### src/rtl/sqrt_post_scale.sv
// sqrt_post_scale
//   Post-processing for a hyperbolic-rotation square-root chain. The block
//   multiplies the chain's final X by its accumulated gain-correction
//   coefficient, scales the product back to Q1.(DSIZE-1) and saturates it.
//   It then undoes the even pre-normalisation shift that was applied to the
//   radicand.
//   The pipeline has three registered stages with a global stall and
//   valid/ready handshakes on both sides.
//
//   Build option: define SQRT_POST_ROUND_EN to round half-up in the scale
//   stage. When it is undefined the scale stage truncates.
//
// Ports
//   clock      in   sole clock, rising edge
//   rst_n      in   asynchronous active-low reset
//   in_valid   in   upstream word present
//   in_ready   out  word accepted this cycle (combinational)
//   IX         in   [DSIZE-1:0] final X from rotation chain, unsigned Q1.(DSIZE-1)
//   K          in   [DSIZE-1:0] gain-correction coefficient, unsigned Q1.(DSIZE-1)
//   exp_shift  in   [4:0] even left-shift count applied to the radicand
//   out_valid  out  sqrt_out holds a result
//   out_ready  in   downstream accepts the result
//   sqrt_out   out  [DSIZE-1:0] corrected, denormalised square root
//   sat_cnt    out  [7:0] saturated results delivered, sticky at 255
module sqrt_post_scale #(
  parameter int DSIZE = 17
) (
  input  logic             clock,
  input  logic             rst_n,
  input  logic             in_valid,
  output logic             in_ready,
  input  logic [DSIZE-1:0] IX,
  input  logic [DSIZE-1:0] K,
  input  logic [4:0]       exp_shift,
  output logic             out_valid,
  input  logic             out_ready,
  output logic [DSIZE-1:0] sqrt_out,
  output logic [7:0]       sat_cnt
);

  localparam int PW = 2 * DSIZE;
  localparam int SW = DSIZE + 1;

  logic             adv;

  logic             s1_valid_q, s1_valid_d;
  logic [PW-1:0]    s1_prod_q, s1_prod_d;
  logic [3:0]       s1_exp_q, s1_exp_d;

  logic [SW-1:0]    scaled;
  logic [SW-1:0]    scaled_rnd;
  logic             sat_now;

  logic             s2_valid_q, s2_valid_d;
  logic [DSIZE-1:0] s2_res_q, s2_res_d;
  logic             s2_sat_q, s2_sat_d;
  logic [3:0]       s2_exp_q, s2_exp_d;

  logic             s3_valid_q, s3_valid_d;
  logic [DSIZE-1:0] sqrt_out_q, sqrt_out_d;
  logic             s3_sat_q, s3_sat_d;

  logic [7:0]       sat_cnt_q, sat_cnt_d;

  // Only the shift amount is needed downstream, so the odd bit of exp_shift is
  // dropped. The product bits below the binary point feed at most the
  // rounding bit.
  logic unused_exp_lsb;
  logic unused_prod_lsbs;
  assign unused_exp_lsb   = exp_shift[0];
  assign unused_prod_lsbs = ^s1_prod_q[DSIZE-2:0];

  always_comb begin
    // The whole pipe moves together. An empty output slot, or one being
    // drained this cycle, lets every stage advance, and bubbles advance too.
    adv = !s3_valid_q || out_ready;

    s1_valid_d = s1_valid_q;
    s1_prod_d  = s1_prod_q;
    s1_exp_d   = s1_exp_q;
    s2_valid_d = s2_valid_q;
    s2_res_d   = s2_res_q;
    s2_sat_d   = s2_sat_q;
    s2_exp_d   = s2_exp_q;
    s3_valid_d = s3_valid_q;
    sqrt_out_d = sqrt_out_q;
    s3_sat_d   = s3_sat_q;
    sat_cnt_d  = sat_cnt_q;

    // Scale Q2.(2*DSIZE-2) back to Q1.(DSIZE-1), keeping one integer
    // overflow bit.
    scaled = s1_prod_q[PW-1:DSIZE-1];
`ifdef SQRT_POST_ROUND_EN
    scaled_rnd = scaled + SW'(s1_prod_q[DSIZE-2]);
`else
    scaled_rnd = scaled;
`endif
    sat_now = scaled_rnd[DSIZE];

    if (adv) begin
      s1_valid_d = in_valid;
      s1_prod_d  = PW'(IX) * PW'(K);
      s1_exp_d   = exp_shift[4:1];

      s2_valid_d = s1_valid_q;
      s2_res_d   = sat_now ? {DSIZE{1'b1}} : scaled_rnd[DSIZE-1:0];
      s2_sat_d   = sat_now;
      s2_exp_d   = s1_exp_q;

      s3_valid_d = s2_valid_q;
      sqrt_out_d = s2_res_q >> s2_exp_q;
      s3_sat_d   = s2_sat_q;
    end

    if (s3_valid_q && out_ready && s3_sat_q && (sat_cnt_q != 8'hFF))
      sat_cnt_d = sat_cnt_q + 8'd1;
  end

  always_ff @(posedge clock or negedge rst_n) begin
    if (!rst_n) begin
      s1_valid_q <= 1'b0;
      s2_valid_q <= 1'b0;
      s3_valid_q <= 1'b0;
      sqrt_out_q <= '0;
      sat_cnt_q  <= '0;
    end else begin
      s1_valid_q <= s1_valid_d;
      s2_valid_q <= s2_valid_d;
      s3_valid_q <= s3_valid_d;
      sqrt_out_q <= sqrt_out_d;
      sat_cnt_q  <= sat_cnt_d;
    end
  end

  // Data registers whose contents are qualified by the valid bits.
  always_ff @(posedge clock) begin
    s1_prod_q <= s1_prod_d;
    s1_exp_q  <= s1_exp_d;
    s2_res_q  <= s2_res_d;
    s2_sat_q  <= s2_sat_d;
    s2_exp_q  <= s2_exp_d;
    s3_sat_q  <= s3_sat_d;
  end

  assign in_ready  = adv;
  assign out_valid = s3_valid_q;
  assign sqrt_out  = sqrt_out_q;
  assign sat_cnt   = sat_cnt_q;

endmodule

### config.mk
export PLATFORM = sky130hd
export DESIGN_NAME = sqrt_post_scale
export DESIGN_NICKNAME = d
export VERILOG_FILES = /design/src/rtl/sqrt_post_scale.sv
export SDC_FILE = /design/constraint.sdc
export NUM_CORES = 1
export LEC_CHECK = 0
export ABC_CLOCK_PERIOD_IN_PS = 3000
export BUFFER_PORTS_ARGS = -buffer_cell sky130_fd_sc_hd__buf_2
export CAP_MARGIN = 20
export CORE_MARGIN = 2
export CORE_UTILIZATION = 25
export DETAILED_ROUTE_END_ITERATION = 7
export GPL_ROUTABILITY_DRIVEN = 0
export SLEW_MARGIN = 10
export SYNTH_ARGS = -nofsm -noshare
export SYNTH_HDL_FRONTEND = slang
export SYNTH_SLANG_ARGS = --single-unit
### constraint.sdc
create_clock -name clock -period 3 [get_ports clock]
set_clock_uncertainty 0.05 [all_clocks]
set_input_delay 0.15 -clock clock [delete_from_list [all_inputs] [get_ports clock]]
set_output_delay 0.15 -clock clock [all_outputs]
set_load 0.01 [all_outputs]
# Yosys cells after proc, flatten, opt, wreduce, memory -nomap -nowiden
# Index checks and enable logic that the tools add are counted.
op_classes:
  eq_ne: 1
  mul: 1
  addsub: 1
  shifts: 1
  reduce_logical: 5
ops:
  columns: ["cell", "count"]
  rows:
  - ["17-bit by 17-bit multiplier with 34-bit output", 1]
  - ["17-bit by 4-bit right shift with 17-bit output", 1]
  - ["8-bit by 1-bit adder with 8-bit output, second input constant", 1]
  - ["8-bit != test, second input constant", 1]
  - ["1-bit logical AND", 3]
  - ["1-bit zero test", 1]
  - ["1-bit logical OR", 1]
word_totals:
  word_cells: 20
  regBits: 89
  out_inout_bits: 27
  in_bits: 43

# Logic depth before layout (Yosys ltp)
# Gate-level depths: netlist of run 1.
depth:
  depth_word: 3
  depth_mapped: 23

# Worst setup path after synthesis of run 1
# OpenSTA, ideal clock, no wires.
synth_path:
  path_type: "input port to flip-flop"
  from: "input port K[9]"
  to: "register s1_prod_q[31], data pin"
  cell_stages: 23
  slack_ns: -2.766
  arrival_time_ns: 5.447
  path_buffers: 3
  cell_sequence: "clkbuf_1 clkbuf_1 nand2_1 fa_1 inv_1 fa_1 inv_1 fa_1 inv_1 fa_1 fa_1 inv_1 fa_1 inv_1 ha_1 buf_2 a21o_1 nand2_1 nand2_1 a221o_1 a211oi_2 o31ai_1 xor2_1"
synth_via:
  elab_chain_cells: 1
synth_lines:
  columns: ["element", "line", "rtl"]
  rows:
  - ["start: declaration", "33", "input logic [DSIZE-1:0] K,"]
  - ["17-bit by 17-bit multiplier with 34-bit output", "102", "s1_prod_d = PW'(IX) * PW'(K);"]
  - ["end signal: assignment", "137", "s1_prod_q <= s1_prod_d;"]
  - ["end: declaration", "47", "logic [PW-1:0] s1_prod_q, s1_prod_d;"]
# Every way passes these cells.
# A chain may end at the register's enable or synchronous reset.

# Final worst setup path of run 1
layout_path:
  from: "input port IX[3]"
  to: "register s1_prod_q[32], data pin"
layout_via:
  elab_chain_cells: 1
layout_lines:
  columns: ["element", "line", "rtl"]
  rows:
  - ["start: declaration", "32", "input logic [DSIZE-1:0] IX,"]
  - ["17-bit by 17-bit multiplier with 34-bit output", "102", null]
# Every way passes these cells.

==> results.json, run 1 <==
{
  "routed-via-count": 9267,
  "setup_viol_count_final": 18,
  "clock_latency_ns": 0.33,
  "routed_via_density": 4.25,
  "io_pins": 70,
  "cap_violations": 0,
  "post_drt_wl_per_cell_um": 13.6,
  "rows": 81,
  "hold_ws_ns": 0.211,
  "fp.dieW_um": 227,
  "critPathRequiredTime_ns": 3.02,
  "synth_edf_count": 45,
  "fin_crit_sh": 1.73,
  "synth_seq_cells": 73,
  "drtPass1Iterations": 5,
  "drc": 0,
  "outcome": "finished, violations left",
  "cts_buffer_depth": 2,
  "synthArstFlopShare": 0.384,
  "mostFrequentLayoutCell": "inv_1",
  "grt_usage": 0.118,
  "endpoint_kind": "flop",
  "antenna_found_initial": 0,
  "cts.clk_slew.worst_paths_ns": 0.06,
  "port_buffers": 68,
  "hold_viol_final": 0,
  "htree_num_levels": 3,
  "die_y_um": 227,
  "critPathMaxStageDelay_ns": 0.56,
  "crit_chain": "buf_2 -> buf_6 -> and2_1 -> fa_1 -> fa_1 -> fa_1 -> fa_1 -> fa_1 -> inv_2 -> fa_1 -> inv_2 -> ha_4 -> and3_4 -> nand3_4 -> a2111oi_4 -> a211oi_4 -> buf_4 -> o31ai_2 -> nand4_1",
  "critical_path_arrival_ns": 5.22,
  "slew-limit-headroom": 0.463,
  "crit_type": "input pin to flop",
  "slowest_stage": "fa_1",
  "grt_busiest_layer": "met2",
  "grtUsageMet1": 0.169,
  "cts_sinks": 73,
  "yosys.cell_types.count": 56,
  "worstPathMaxFanout": 12,
  "hp-class": "input pin to flop",
  "synth.avg_cell_area_um2": 9.36,
  "synth_ff_type": "edfxtp_1",
  "grt_pass1_wl_mm": 49.6,
  "final_nets": 1882,
  "wl_mm": 29.7,
  "hpwl_mm": 24.9,
  "synth_nets": 1702,
  "pre_cts_ws_ns": -2.69,
  "drt_iter0_markers": 476,
  "worst-slew-pin-transition_ns": 0.805,
  "synthesis.area_mm2": 0.0124,
  "final_util": 0.322,
  "die-area_mm2": 0.0516,
  "cts_tree": "yes",
  "cts-root-buf": "clkbuf_16",
  "path_delay_family": "adder cells",
  "grt_util_met3": 0.0172,
  "layout-area-overhead-vs-synth_pct": 26.9,
  "grt_max_degree": 35,
  "ys_warn_count": 0,
  "cp_common_cell": "fa_1",
  "violations": "setup timing",
  "fmax_mhz": 192,
  "fin_ws_ns": -2.20,
  "core_area_mm2": 0.0491,
  "period_needed_ns": 5.20,
  "syn_inst": 1330,
  "mostFrequentLayoutCells": "inv_1, fa_1, nand2_1",
  "cts_buffers": 9,
  "ant_nets": 0,
  "grt_pass1_vias": 9779,
  "grtUsageMet2": 0.193,
  "path_buf_inv": 5,
  "initial_core_util": 0.254,
  "gr-total-overflow": 0,
  "seq_area_frac_synth": 0.165,
  "slew_violations": 0,
  "drive_gt1_frac": 0.242,
  "worstSetupStartpointType": "input pin",
  "rsz0062_at_grt": "yes",
  "diodes": 0
}
## final cells by class
class	instances	area, um^2
Fill cell	5097	33300
Multi-Input combinational cell	926	9690
Sequential cell	73	2050
Timing Repair Buffer	223	1890
Inverter	277	1040
Tap cell	664	831
Clock buffer	14	275
Clock inverter	2	10.0
## per-stage QoR
step           cells  instance area [um^2]  setup TNS (ns)
4_1_cts         2174                 15500          -36.79
5_1_grt         2179                 15800          -39.36
3_3_place_gp    2141                 14600          -44.81
2_1_floorplan   1330                 12700          -38.23
3_5_place_dp    2141                 14600          -45.91
6_report        2179                 15800          -36.89
## worst paths after layout
check | from | to | slack, ns | depth (start not counted)
min | out_ready | sat_cnt[0]$_DFFE_PN0P_ | 0.21 | 4
max | IX[3] | s1_prod_q[32]$_DFFE_PP_ | -2.20 | 19
min reg2reg | s2_sat_q$_DFFE_PP_ | s3_sat_q$_DFFE_PP_ | 0.37 | 0
max in group asynchronous | rst_n | sqrt_out[15]$_DFFE_PN0P_ | 2.19 | 2
max reg2reg | s2_exp_q[1]$_DFFE_PP_ | sqrt_out[2]$_DFFE_PN0P_ | 0.75 | 6
min in group asynchronous | rst_n | sat_cnt[4]$_DFFE_PN0P_ | 0.31 | 2
## per-layer routing
layer | vias up | share of wire
met5 | - | 0
met4 | 0 | 0.011
met1 | 4571 | 0.48
met2 | 223 | 0.46
li1 | 4439 | -
met3 | 34 | 0.052
## cell families after synthesis
family / synth area share
compound gates: 0.0654
xor+xnor: 0.0190
fa+ha+maj: 0.465
buf+inv: 0.101
flops: 0.165
mux: 0.0193
simple gates: 0.166
## registers in the layout, indices dropped and copies added, names as in the netlist
name and flops:
s2_valid_q 1, sqrt_out 17, s2_sat_q 1, s1_valid_q 1, sat_cnt 8, s3_sat_q 1, s1_exp_q 4, s2_exp_q 4
out_valid 1, s2_res_q 17, s1_prod_q 18
## Yosys cell counts (all sizes together) (2+ instances only)
master | instances | area share
a31o | 2 | 0.0014
ha | 107 | 0.11
mux4 | 2 | 0.0036
nor2b | 5 | 0.0025
nor3 | 3 | 0.0012
xnor2 | 17 | 0.012
nand2 | 215 | 0.065
nand4 | 2 | 0.0010
mux2i | 15 | 0.012
xor2 | 10 | 0.0070
clkbuf | 47 | 0.014
o221ai | 2 | 0.0014
dfrtp | 28 | 0.056
o211ai | 2 | 0.0012
o21ai | 24 | 0.010
inv | 276 | 0.083
a22o | 4 | 0.0028
mux2 | 4 | 0.0036
a211oi | 10 | 0.0068
a21o | 10 | 0.0061
a31oi | 14 | 0.0070
nor2 | 25 | 0.0075
o21a | 3 | 0.0018
o31ai | 9 | 0.0054
edfxtp | 45 | 0.11
buf | 7 | 0.0033
nand3 | 6 | 0.0028
a221oi | 2 | 0.0019
and3 | 13 | 0.0069
and2 | 131 | 0.066
or2 | 17 | 0.0085
fa | 222 | 0.36
a21oi | 37 | 0.015
## what timing repair did
action                                  CTS  global route
hold buffers                              6             0
buffers inserted                         10             6
pin swaps                                70            46
endpoints found under the setup margin   18            18
gates cloned                              1             1
resized for setup                       121            53
hold endpoints to repair                 33             0
## worst min-delay path, stage by stage
cell and delay [ns]:
buf_2 0.10, nand3_1 0.07, a31oi_1 0.08, xor2_1 0.15
Power of run 1 is left out: the tool's default activity adds up to more than one toggle a clock period on the data nets, which glitch-free logic cannot reach.
==> run 2, diff against run 1 <==
--- a/config.mk
+++ b/config.mk
@@ -8,10 +8,13 @@
 export ABC_CLOCK_PERIOD_IN_PS = 3000
 export BUFFER_PORTS_ARGS = -buffer_cell sky130_fd_sc_hd__buf_2
 export CAP_MARGIN = 20
+export CELL_PAD_IN_SITES_DETAIL_PLACEMENT = 2
+export CELL_PAD_IN_SITES_GLOBAL_PLACEMENT = 2
 export CORE_MARGIN = 2
 export CORE_UTILIZATION = 25
 export DETAILED_ROUTE_END_ITERATION = 7
 export GPL_ROUTABILITY_DRIVEN = 0
+export PLACE_DENSITY_LB_ADDON = 0.1
 export SLEW_MARGIN = 10
 export SYNTH_ARGS = -nofsm -noshare
 export SYNTH_HDL_FRONTEND = slang
==> results.json, run 2 (same netlist as run 1, synthesis figures left out) <==
{
  "outcome": "finished, violations left",
  "violations": "setup timing",
  "setup_viol_count_final": 18,
  "cts_buffer_depth": 2,
  "mostFrequentLayoutCell": "inv_1",
  "fin_crit_sh": 1.73,
  "final_nets": 1917,
  "slew_violations": 0,
  "clock_latency_ns": 0.34,
  "io_pins": 70,
  "post_drt_wl_per_cell_um": 16.9,
  "fp.dieW_um": 227,
  "reg2reg_setup_slack_ns": 0.78,
  "cts-root-buf": "clkbuf_16",
  "critical_path_arrival_ns": 5.23,
  "die_y_um": 227,
  "period_needed_ns": 5.20,
  "rsz0062_at_grt": "yes",
  "regMostFlops": "s1_prod_q",
  "rows": 81,
  "worstPathMaxFanout": 5,
  "ant_nets": 0,
  "antenna_found_initial": 0,
  "largest_reg_flops": 18,
  "grt_max_degree": 29,
  "hpwl_mm": 32.1,
  "wl_mm": 37.5,
  "cts_tree": "yes",
  "drtPass1Iterations": 4,
  "endpoint_kind": "flop",
  "grt_usage": 0.153,
  "mostFrequentLayoutCells": "inv_1, fa_1, nand2_1",
  "htree_num_levels": 3,
  "worst-slew-pin-transition_ns": 0.723,
  "die-area_mm2": 0.0516,
  "cap_violations": 0,
  "critPathRequiredTime_ns": 3.04,
  "cts.clk_slew.worst_paths_ns": 0.06,
  "hold_viol_final": 0,
  "drt_iter0_markers": 247,
  "fin_ws_ns": -2.20,
  "routed_via_density": 4.31,
  "cts_sinks": 73,
  "layout-area-overhead-vs-synth_pct": 31.5,
  "slew-limit-headroom": 0.518,
  "drc": 0,
  "grt_pass1_wl_mm": 61.5,
  "nFillCells": 5446,
  "initial_core_util": 0.254,
  "hold_ws_ns": 0.215,
  "crit_type": "input pin to flop",
  "core_area_mm2": 0.0491,
  "fmax_mhz": 192,
  "cts_buffers": 9,
  "drive_gt1_frac": 0.283,
  "gr-total-overflow": 0,
  "port_buffers": 68,
  "diodes": 0,
  "grt_pass1_vias": 11300,
  "worstSetupStartpointType": "input pin",
  "hp-class": "input pin to flop",
  "routed-via-count": 9539
}
==> run 2: stage by stage <==
stage	setup TNS, ns	setup WS (ns)	std cells	cell area [um^2]	util
6_report	-36.73	-2.20	2214	16400	0.334
5_1_grt	-39.72	-2.34	2214	16400	0.334
4_1_cts	-37.82	-2.27	2198	15800	0.322
3_5_place_dp	-48.56	-2.87	2161	14700	0.300
3_3_place_gp	-47.45	-2.79	2161	14700	0.300
2_1_floorplan	-38.23	-2.38	1330	12700	-
==> run 2: layout make-up <==
class	instances	area, um^2	share of cell area
Inverter	277	1040	0.0635
Multi-Input combinational cell	926	9900	0.604
Clock buffer	10	229	0.0140
Sequential cell	73	2050	0.125
Clock inverter	6	35.0	0.00214
Timing Repair Buffer	258	2290	0.140
Tap cell	664	831	0.0507
==> run 2: layer usage <==
| metal | vias to the layer above | part of all wire | GRT usage |
|---|---|---|---|
| met5 | - | 0 | 0 |
| met4 | 0 | 0.011 | 0.0232 |
| met3 | 21 | 0.013 | 0.0111 |
| li1 | 4511 | - | - |
| met1 | 4955 | 0.46 | 0.199 |
| met2 | 52 | 0.51 | 0.282 |
==> run 2: path summary, 6_finish.rpt <==
check	from	to	cells past startpoint
setup / recovery	K[13]	s1_prod_q[27]$_DFFE_PP_	20
hold / removal	out_ready	sat_cnt[0]$_DFFE_PN0P_	4
setup reg to reg	s2_exp_q[1]$_DFFE_PP_	sqrt_out[2]$_DFFE_PN0P_	6
hold reg to reg	s1_exp_q[2]$_DFFE_PP_	s2_exp_q[2]$_DFFE_PP_	0
max in group asynchronous	rst_n	out_valid$_DFFE_PN0P_	2
min in group asynchronous	rst_n	sqrt_out[14]$_DFFE_PN0P_	2
==> run 2: repair_timing <==
action	4_1_cts	5_1_grt
resized for setup	151	104
buffers inserted	14	21
hold endpoints to repair	33	0
hold buffers	6	0
pin swaps	72	59
setup endpoints to repair	18	18
gates cloned	2	0
==> run 2: worst max-delay path, stage by stage <==
cell and delay [ns]:
buf_8 0.11, and2_4 0.16, fa_1 0.54, inv_2 0.04, fa_1 0.52, inv_2 0.04
fa_1 0.52, fa_2 0.47, fa_1 0.49, inv_1 0.05, fa_1 0.51, inv_2 0.05
ha_4 0.22, a21o_1 0.19, nand2_2 0.08, nand2_1 0.05, a221o_1 0.33, a211oi_4 0.41
o31ai_2 0.12, xor2_1 0.17
Power of run 2 is left out for the same reason.
